`src/rtl/eth_tx_arb_if.sv`:
```
// eth_tx_arb_if: source-side and MAC-side AXI-Stream bundle of the TX arbiter plus its status lines
interface eth_tx_arb_if;
  logic [23:0] tx_axis_src_tdata;
  logic [2:0]  tx_axis_src_tvalid;
  logic [2:0]  tx_axis_src_tlast;
  logic [2:0]  tx_axis_src_tready;
  logic [7:0]  tx_axis_mac_tdata;
  logic        tx_axis_mac_tvalid;
  logic        tx_axis_mac_tlast;
  logic        tx_axis_mac_tuser;
  logic        tx_axis_mac_tready;
  logic [2:0]  tx_arb_grant;
  logic        tx_arb_timeout;
  modport master (
    input  tx_axis_src_tdata, tx_axis_src_tvalid, tx_axis_src_tlast, tx_axis_mac_tready,
    output tx_axis_src_tready, tx_axis_mac_tdata, tx_axis_mac_tvalid, tx_axis_mac_tlast,
    output tx_axis_mac_tuser, tx_arb_grant, tx_arb_timeout
  );
  modport slave (
    output tx_axis_src_tdata, tx_axis_src_tvalid, tx_axis_src_tlast, tx_axis_mac_tready,
    input  tx_axis_src_tready, tx_axis_mac_tdata, tx_axis_mac_tvalid, tx_axis_mac_tlast,
    input  tx_axis_mac_tuser, tx_arb_grant, tx_arb_timeout
  );
endinterface

```
`src/rtl/eth_tx_arb.sv`:
```
// eth_tx_arb: frame-granular round-robin arbiter of three TX sources onto the MAC byte stream, with idle gap and stall watchdog
module eth_tx_arb #(
  parameter int GAP_CYCLES     = 2,
  parameter int TIMEOUT_CYCLES = 2047
) (
  input logic          tx_mac_aclk,
  input logic          tx_mac_reset,
  eth_tx_arb_if.master bus
);
  localparam int WW = $clog2(TIMEOUT_CYCLES + 1);
  localparam int GW = (GAP_CYCLES < 1) ? 1 : $clog2(GAP_CYCLES + 1);
  typedef enum logic [1:0] {IDLE, GRANT, ABORT, GAP} state_t;
  localparam state_t END_ST = (GAP_CYCLES == 0) ? IDLE : GAP;
  state_t        state_q, state_d;
  logic [1:0]    last_q, last_d;
  logic [2:0]    grant_q, grant_d;
  logic [2:0]    discard_q, discard_d;
  logic [WW-1:0] wd_q, wd_d;
  logic [GW-1:0] gap_q, gap_d;
  logic          timeout_q, timeout_d;
  logic [2:0]    sel, elig;
  logic [1:0]    c0, c1, pick;
  logic [7:0]    s_data;
  logic          s_valid, s_last, m_ready, xfer;
  assign sel     = 3'b001 << last_q;
  assign elig    = bus.tx_axis_src_tvalid & ~discard_q;
  assign c0      = (last_q == 2'd2) ? 2'd0 : last_q + 2'd1;
  assign c1      = (c0 == 2'd2) ? 2'd0 : c0 + 2'd1;
  assign pick    = elig[c0] ? c0 : elig[c1] ? c1 : last_q;
  assign s_data  = (last_q == 2'd0) ? bus.tx_axis_src_tdata[7:0] :
                   (last_q == 2'd1) ? bus.tx_axis_src_tdata[15:8] : bus.tx_axis_src_tdata[23:16];
  assign s_valid = |(bus.tx_axis_src_tvalid & sel);
  assign s_last  = |(bus.tx_axis_src_tlast & sel);
  assign m_ready = bus.tx_axis_mac_tready;
  assign xfer    = s_valid & m_ready;
  assign bus.tx_axis_mac_tdata  = (state_q == GRANT) ? s_data : 8'h00;
  assign bus.tx_axis_mac_tvalid = (state_q == GRANT) ? s_valid : (state_q == ABORT);
  assign bus.tx_axis_mac_tlast  = (state_q == GRANT) ? s_last : (state_q == ABORT);
  assign bus.tx_axis_mac_tuser  = (state_q == ABORT);
  assign bus.tx_axis_src_tready = discard_q | ((state_q == GRANT) ? (sel & {3{m_ready}}) : 3'b000);
  assign bus.tx_arb_grant       = grant_q;
  assign bus.tx_arb_timeout     = timeout_q;
  // Next-state: arbitration, frame tracking, watchdog, gap timing and discard bookkeeping
  always_comb begin
    state_d   = state_q;
    last_d    = last_q;
    grant_d   = grant_q;
    discard_d = discard_q & ~(bus.tx_axis_src_tvalid & bus.tx_axis_src_tlast);
    wd_d      = wd_q;
    gap_d     = gap_q;
    timeout_d = 1'b0;
    case (state_q)
      IDLE: if (|elig) begin
        state_d = GRANT;
        last_d  = pick;
        grant_d = 3'b001 << pick;
        wd_d    = '0;
      end
      GRANT: if (xfer && s_last) begin
        state_d = END_ST;
        grant_d = '0;
        gap_d   = '0;
        wd_d    = '0;
      end else if (xfer || !m_ready) begin
        wd_d = '0;
      end else if (wd_q == WW'(TIMEOUT_CYCLES - 1)) begin
        state_d   = ABORT;
        grant_d   = '0;
        timeout_d = 1'b1;
        wd_d      = '0;
      end else begin
        wd_d = wd_q + 1'b1;
      end
      ABORT: if (m_ready) begin
        state_d   = END_ST;
        discard_d = discard_d | sel;
        gap_d     = '0;
      end
      GAP: if (gap_q == GW'(GAP_CYCLES - 1)) state_d = IDLE;
      else gap_d = gap_q + 1'b1;
      default: state_d = IDLE;
    endcase
  end
  // State and registered outputs; reset drops any frame in flight without an abort byte
  always_ff @(posedge tx_mac_aclk or posedge tx_mac_reset)
    if (tx_mac_reset) begin
      state_q   <= IDLE;
      last_q    <= 2'd2;
      grant_q   <= '0;
      discard_q <= '0;
      wd_q      <= '0;
      gap_q     <= '0;
      timeout_q <= 1'b0;
    end else begin
      state_q   <= state_d;
      last_q    <= last_d;
      grant_q   <= grant_d;
      discard_q <= discard_d;
      wd_q      <= wd_d;
      gap_q     <= gap_d;
      timeout_q <= timeout_d;
    end
endmodule

```
`src/flat_wrapper.sv`:
```
// flat-port wrapper written by rule: the top's interface ports become plain ports
module eth_tx_arb_flat 
#(
  parameter int GAP_CYCLES     = 2,
  parameter int TIMEOUT_CYCLES = 2047
)
  (tx_mac_aclk, tx_mac_reset, bus_tx_axis_src_tdata, bus_tx_axis_src_tvalid, bus_tx_axis_src_tlast, bus_tx_axis_mac_tready, bus_tx_axis_src_tready, bus_tx_axis_mac_tdata, bus_tx_axis_mac_tvalid, bus_tx_axis_mac_tlast, bus_tx_axis_mac_tuser, bus_tx_arb_grant, bus_tx_arb_timeout);
  eth_tx_arb_if bus_i ();
  input logic tx_mac_aclk;
  input logic tx_mac_reset;
  input wire logic [$bits(bus_i.tx_axis_src_tdata)-1:0] bus_tx_axis_src_tdata;
  input wire logic [$bits(bus_i.tx_axis_src_tvalid)-1:0] bus_tx_axis_src_tvalid;
  input wire logic [$bits(bus_i.tx_axis_src_tlast)-1:0] bus_tx_axis_src_tlast;
  input wire logic [$bits(bus_i.tx_axis_mac_tready)-1:0] bus_tx_axis_mac_tready;
  output wire logic [$bits(bus_i.tx_axis_src_tready)-1:0] bus_tx_axis_src_tready;
  output wire logic [$bits(bus_i.tx_axis_mac_tdata)-1:0] bus_tx_axis_mac_tdata;
  output wire logic [$bits(bus_i.tx_axis_mac_tvalid)-1:0] bus_tx_axis_mac_tvalid;
  output wire logic [$bits(bus_i.tx_axis_mac_tlast)-1:0] bus_tx_axis_mac_tlast;
  output wire logic [$bits(bus_i.tx_axis_mac_tuser)-1:0] bus_tx_axis_mac_tuser;
  output wire logic [$bits(bus_i.tx_arb_grant)-1:0] bus_tx_arb_grant;
  output wire logic [$bits(bus_i.tx_arb_timeout)-1:0] bus_tx_arb_timeout;
  assign bus_i.tx_axis_src_tdata = bus_tx_axis_src_tdata;
  assign bus_i.tx_axis_src_tvalid = bus_tx_axis_src_tvalid;
  assign bus_i.tx_axis_src_tlast = bus_tx_axis_src_tlast;
  assign bus_i.tx_axis_mac_tready = bus_tx_axis_mac_tready;
  assign bus_tx_axis_src_tready = bus_i.tx_axis_src_tready;
  assign bus_tx_axis_mac_tdata = bus_i.tx_axis_mac_tdata;
  assign bus_tx_axis_mac_tvalid = bus_i.tx_axis_mac_tvalid;
  assign bus_tx_axis_mac_tlast = bus_i.tx_axis_mac_tlast;
  assign bus_tx_axis_mac_tuser = bus_i.tx_axis_mac_tuser;
  assign bus_tx_arb_grant = bus_i.tx_arb_grant;
  assign bus_tx_arb_timeout = bus_i.tx_arb_timeout;
  eth_tx_arb #(.GAP_CYCLES(GAP_CYCLES), .TIMEOUT_CYCLES(TIMEOUT_CYCLES)) u_core (.tx_mac_aclk(tx_mac_aclk), .tx_mac_reset(tx_mac_reset), .bus(bus_i));
endmodule
```
`config.mk`:
```
export PLATFORM = sky130hd
export DESIGN_NAME = eth_tx_arb_flat
export DESIGN_NICKNAME = d
export VERILOG_FILES = /design/src/rtl/eth_tx_arb_if.sv /design/src/rtl/eth_tx_arb.sv /design/src/flat_wrapper.sv
export SDC_FILE = /design/constraint.sdc
export NUM_CORES = 1
export LEC_CHECK = 0
export ABC_AREA = 1
export BUFFER_PORTS_ARGS = -buffer_cell sky130_fd_sc_hd__buf_4
export CAP_MARGIN = 20
export CORE_UTILIZATION = 50
export DETAILED_ROUTE_END_ITERATION = 6
export GPL_ROUTABILITY_DRIVEN = 1
export PLACE_DENSITY = 0.77
export SYNTH_ARGS = -nofsm -noshare
export SYNTH_HDL_FRONTEND = slang
export SYNTH_SLANG_ARGS = --single-unit
export TNS_END_PERCENT = 5
```
`constraint.sdc`:
```
create_clock -name tx_mac_aclk -period 1.83 [get_ports tx_mac_aclk]
set_input_delay 0.183 -clock tx_mac_aclk [delete_from_list [all_inputs] [get_ports tx_mac_aclk]]
set_output_delay 0.183 -clock tx_mac_aclk [all_outputs]
set_load 0.005 [all_outputs]
```
==> impl_metrics.yaml <==
timing:
  maxSlewHeadroom_pct: 76.9
  worst_slew_pin_slew_ns: 0.343
  setup_viol: 0
  hold_viol_final: 0
  rsz0062_at_grt: "true"
  holdWs_ns: 0.133
  fin_crit_sh_pct: 95.7
  slew_viol_final: 0
  worst_clock_skew_ns: 0.00743
  fin_crit_ns: 1.75
  fmax_ghz: 0.571
setup_path:
  critical_path.startpoint_type: "flip-flop"
  path_cells: "inv_1 -> ha_1 -> buf_4 -> nand2_1 -> o21ai_0 -> buf_4"
  crit_top_cell: "buf_4"
  worstPathArrival_ns: 1.57
  worst_r2r_path_depth: 8
  crit_type: "reg -> out"
  r2r_start: "u_core.state_q[0]"
  cp_max_fo: 18
  crit_slowest_cell: "dfrtp_1"
  end_kind: "output pin"
  crit_path_max_incr_delay_ns: 0.45
  crit_required_ns: 1.65
  regToRegSetupSlack_ns: 0.14
  r2r-end: "u_core.wd_q[9]"
drt:
  drt-initial-drc-count: 95
  first_pass_iters: 4
  drc: 0
  vias: 1939
  drt-wirelength-per-cell_um: 11.3
  viasPerCell: 4.90
  wl_um: 4470
  ant_nets: 0
clock_network:
  worstSkewPairLatency_ns: 0.32
  cts_sinks: 24
  cts_buffer_depth: 2
  h-tree-depth: 1
  cts_tree: "yes"
  clkSlewWorstSetupHoldPaths_ns: 0.13
  cts-root-buf: "clkbuf_4"
  cts_buffers: 3
cells_and_area:
  fill_cells: 323
  finalInstanceArea_um2: 2360
  seq_area_um2: 603
  layout_commonest_cell: "nand2_1"
  area_growth_syn_to_layout_pct: 31.3
  fin_nets: 391
  stdcell_count: 396
  final_cell_mix: "nand2_1, buf_4, inv_1"
  n_antenna_cell: 0
  final_layout_size_suffix_gt1_share_pct: 23.1
  multi_input_area_um2: 995
hold_path:
  min_from: "bus_tx_axis_src_tlast[0]"
  hold_class: "in -> reg"
  hold_depth: 4
  hold-path-endpoint: "u_core.discard_q[0]"
grt:
  grt_max_degree: 25
  grt_pass1_vias: 1651
  track_usage_pct: 25.1
  antenna_found_initial: 0
  grt_overflow: 0
  grt_pass1_wl_um: 7140
floorplanning:
  pin_count: 51
  coreArea_um2: 3390
  die_h_um: 61.9
  row_count: 21
  die_w_um: 61.9
  fp.dieArea_um2: 3840
  initial_utilization_pct: 53.0
logic_synthesis:
  syn_area_um2: 1800
  syn-num-nets: 328
  yosysWarnings: 0
  ys_seq_area_share_pct: 33.5
  ys_ff_latch: 24
  synth.avg_cell_area_um2: 6.24
  synth_cells: 288
  synthArstFlopShare_pct: 100
  synthFlopType: "dfrtp_1"
  yosysUniqueCellTypes: 23
  synth_edf_count: 0
placement:
  portBuffers: 50
  place_area_um2: 2280
  dp_hpwl_um: 3530
  dpl.cell_count: 389
  place.gp.congestion: 0.870
job:
  cap_violations: 0
run_status:
  status: "complete, no violations"
power:
  leakage_uw: 0.00131
  powerDensity_nw_per_um2: 1280
  peakVddDrop_uv: 797
-- flip-flops by register name (all words and copies together) (netlist names) --
register                   count
u_core.state_q                 2
u_core.last_q                  2
u_core.discard_q               3
u_core.gap_q                   2
u_core.bus.tx_arb_timeout      1
u_core.wd_q                   11
u_core.bus.tx_arb_grant        3
-- cell type report --
| cell class | count | area share (%) |
|---|---|---|
| multi-input combinational | 210 | 42.2 |
| sequential | 24 | 25.6 |
| tap | 46 | 2.44 |
| inverter | 48 | 7.85 |
| clock buffer | 4 | 1.54 |
| timing repair buffer | 64 | 20.5 |
-- cell usage after synthesis (all sizes together), types with 2 or more instances --
library cell / count / area (um^2)
nand4: 5 / 31.3
o21ai: 24 / 124
o21bai: 2 / 15.0
inv: 47 / 176
buf: 4 / 22.5
nor2: 30 / 118
a21oi: 2 / 10.0
dfrtp: 23 / 576
ha: 7 / 87.6
nand2: 101 / 384
clkbuf: 2 / 7.51
nand3: 34 / 185
nor3: 3 / 15.0
-- routing by layer --
metal	wire, um	part of all wire [%]	up-vias	track usage, %
li1	-	-	1033	-
met3	241	5.4	6	4.97
met5	0	0	-	0
met1	2090	47	850	33.8
met4	58	1.3	0	8.57
met2	2080	47	50	40.1
-- critical path: cells and delay by family, from the launching register on --
| kind | cells | cell delay [ns] |
|---|---|---|
| buffers and inverters | 3 | 0.46 |
| flip-flops | 1 | 0.45 |
| adder cells (fa/ha/maj) | 1 | 0.16 |
| AND/OR/NAND/NOR | 1 | 0.10 |
| AO/OA/AOI/OAI | 1 | 0.08 |
-- metrics by stage --
step / utilization [%] / power, uW / setup TNS [ns] / setup WS (ns)
5_1_grt: 69.6 / 3340 / -0.329 / -0.0472
3_5_place_dp: 67.3 / 2680 / 0 / 0.177
4_1_cts: 68.8 / 2970 / 0 / 0.0312
6_report: 69.6 / 3030 / 0 / 0.0782
3_3_place_gp: 67.3 / 2660 / 0 / 0.217
2_1_floorplan: - / 1950 / 0 / 0.244
-- report_power, final --
part	switching [uW]	internal, uW
Sequential	84.8	659
Clock	159	122
Combinational	1160	837
-- worst max-delay path by stage --
stage | startpoint | end | slack, ns | cells after the start
3_3_place_gp | u_core.state_q[0] | u_core.wd_q[4] | 0.22 | 8
4_1_cts | u_core.last_q[1] | bus_tx_axis_mac_tdata[1] | 0.03 | 8
3_5_place_dp | u_core.state_q[0] | u_core.wd_q[9] | 0.18 | 8
5_1_grt | u_core.last_q[1] | bus_tx_axis_mac_tdata[3] | -0.05 | 8
2_1_floorplan | u_core.state_q[1] | u_core.wd_q[2] | 0.24 | 9
6_report | u_core.state_q[1] | bus_tx_axis_mac_tvalid | 0.08 | 6
-- repair_timing --
item,CTS,global route
gates resized for setup,2,8
pin swaps,0,1
hold buffers,1,0
setup endpoints to repair,9,17
buffers inserted,0,2
hold endpoints to repair,23,0
-- logic make-up (layout without fill, tap and decap cells) --
family,Yosys count,in the layout,share of synthesized area (%)
adders and majority gates,7,7,4.87
buffers and inverters,54,116,11.7
and+or+nand+nor,173,173,40.8
DFF,24,24,33.5
AOI/OAI and AO/OA,30,30,9.12
Power figures use the tool's default switching activity.
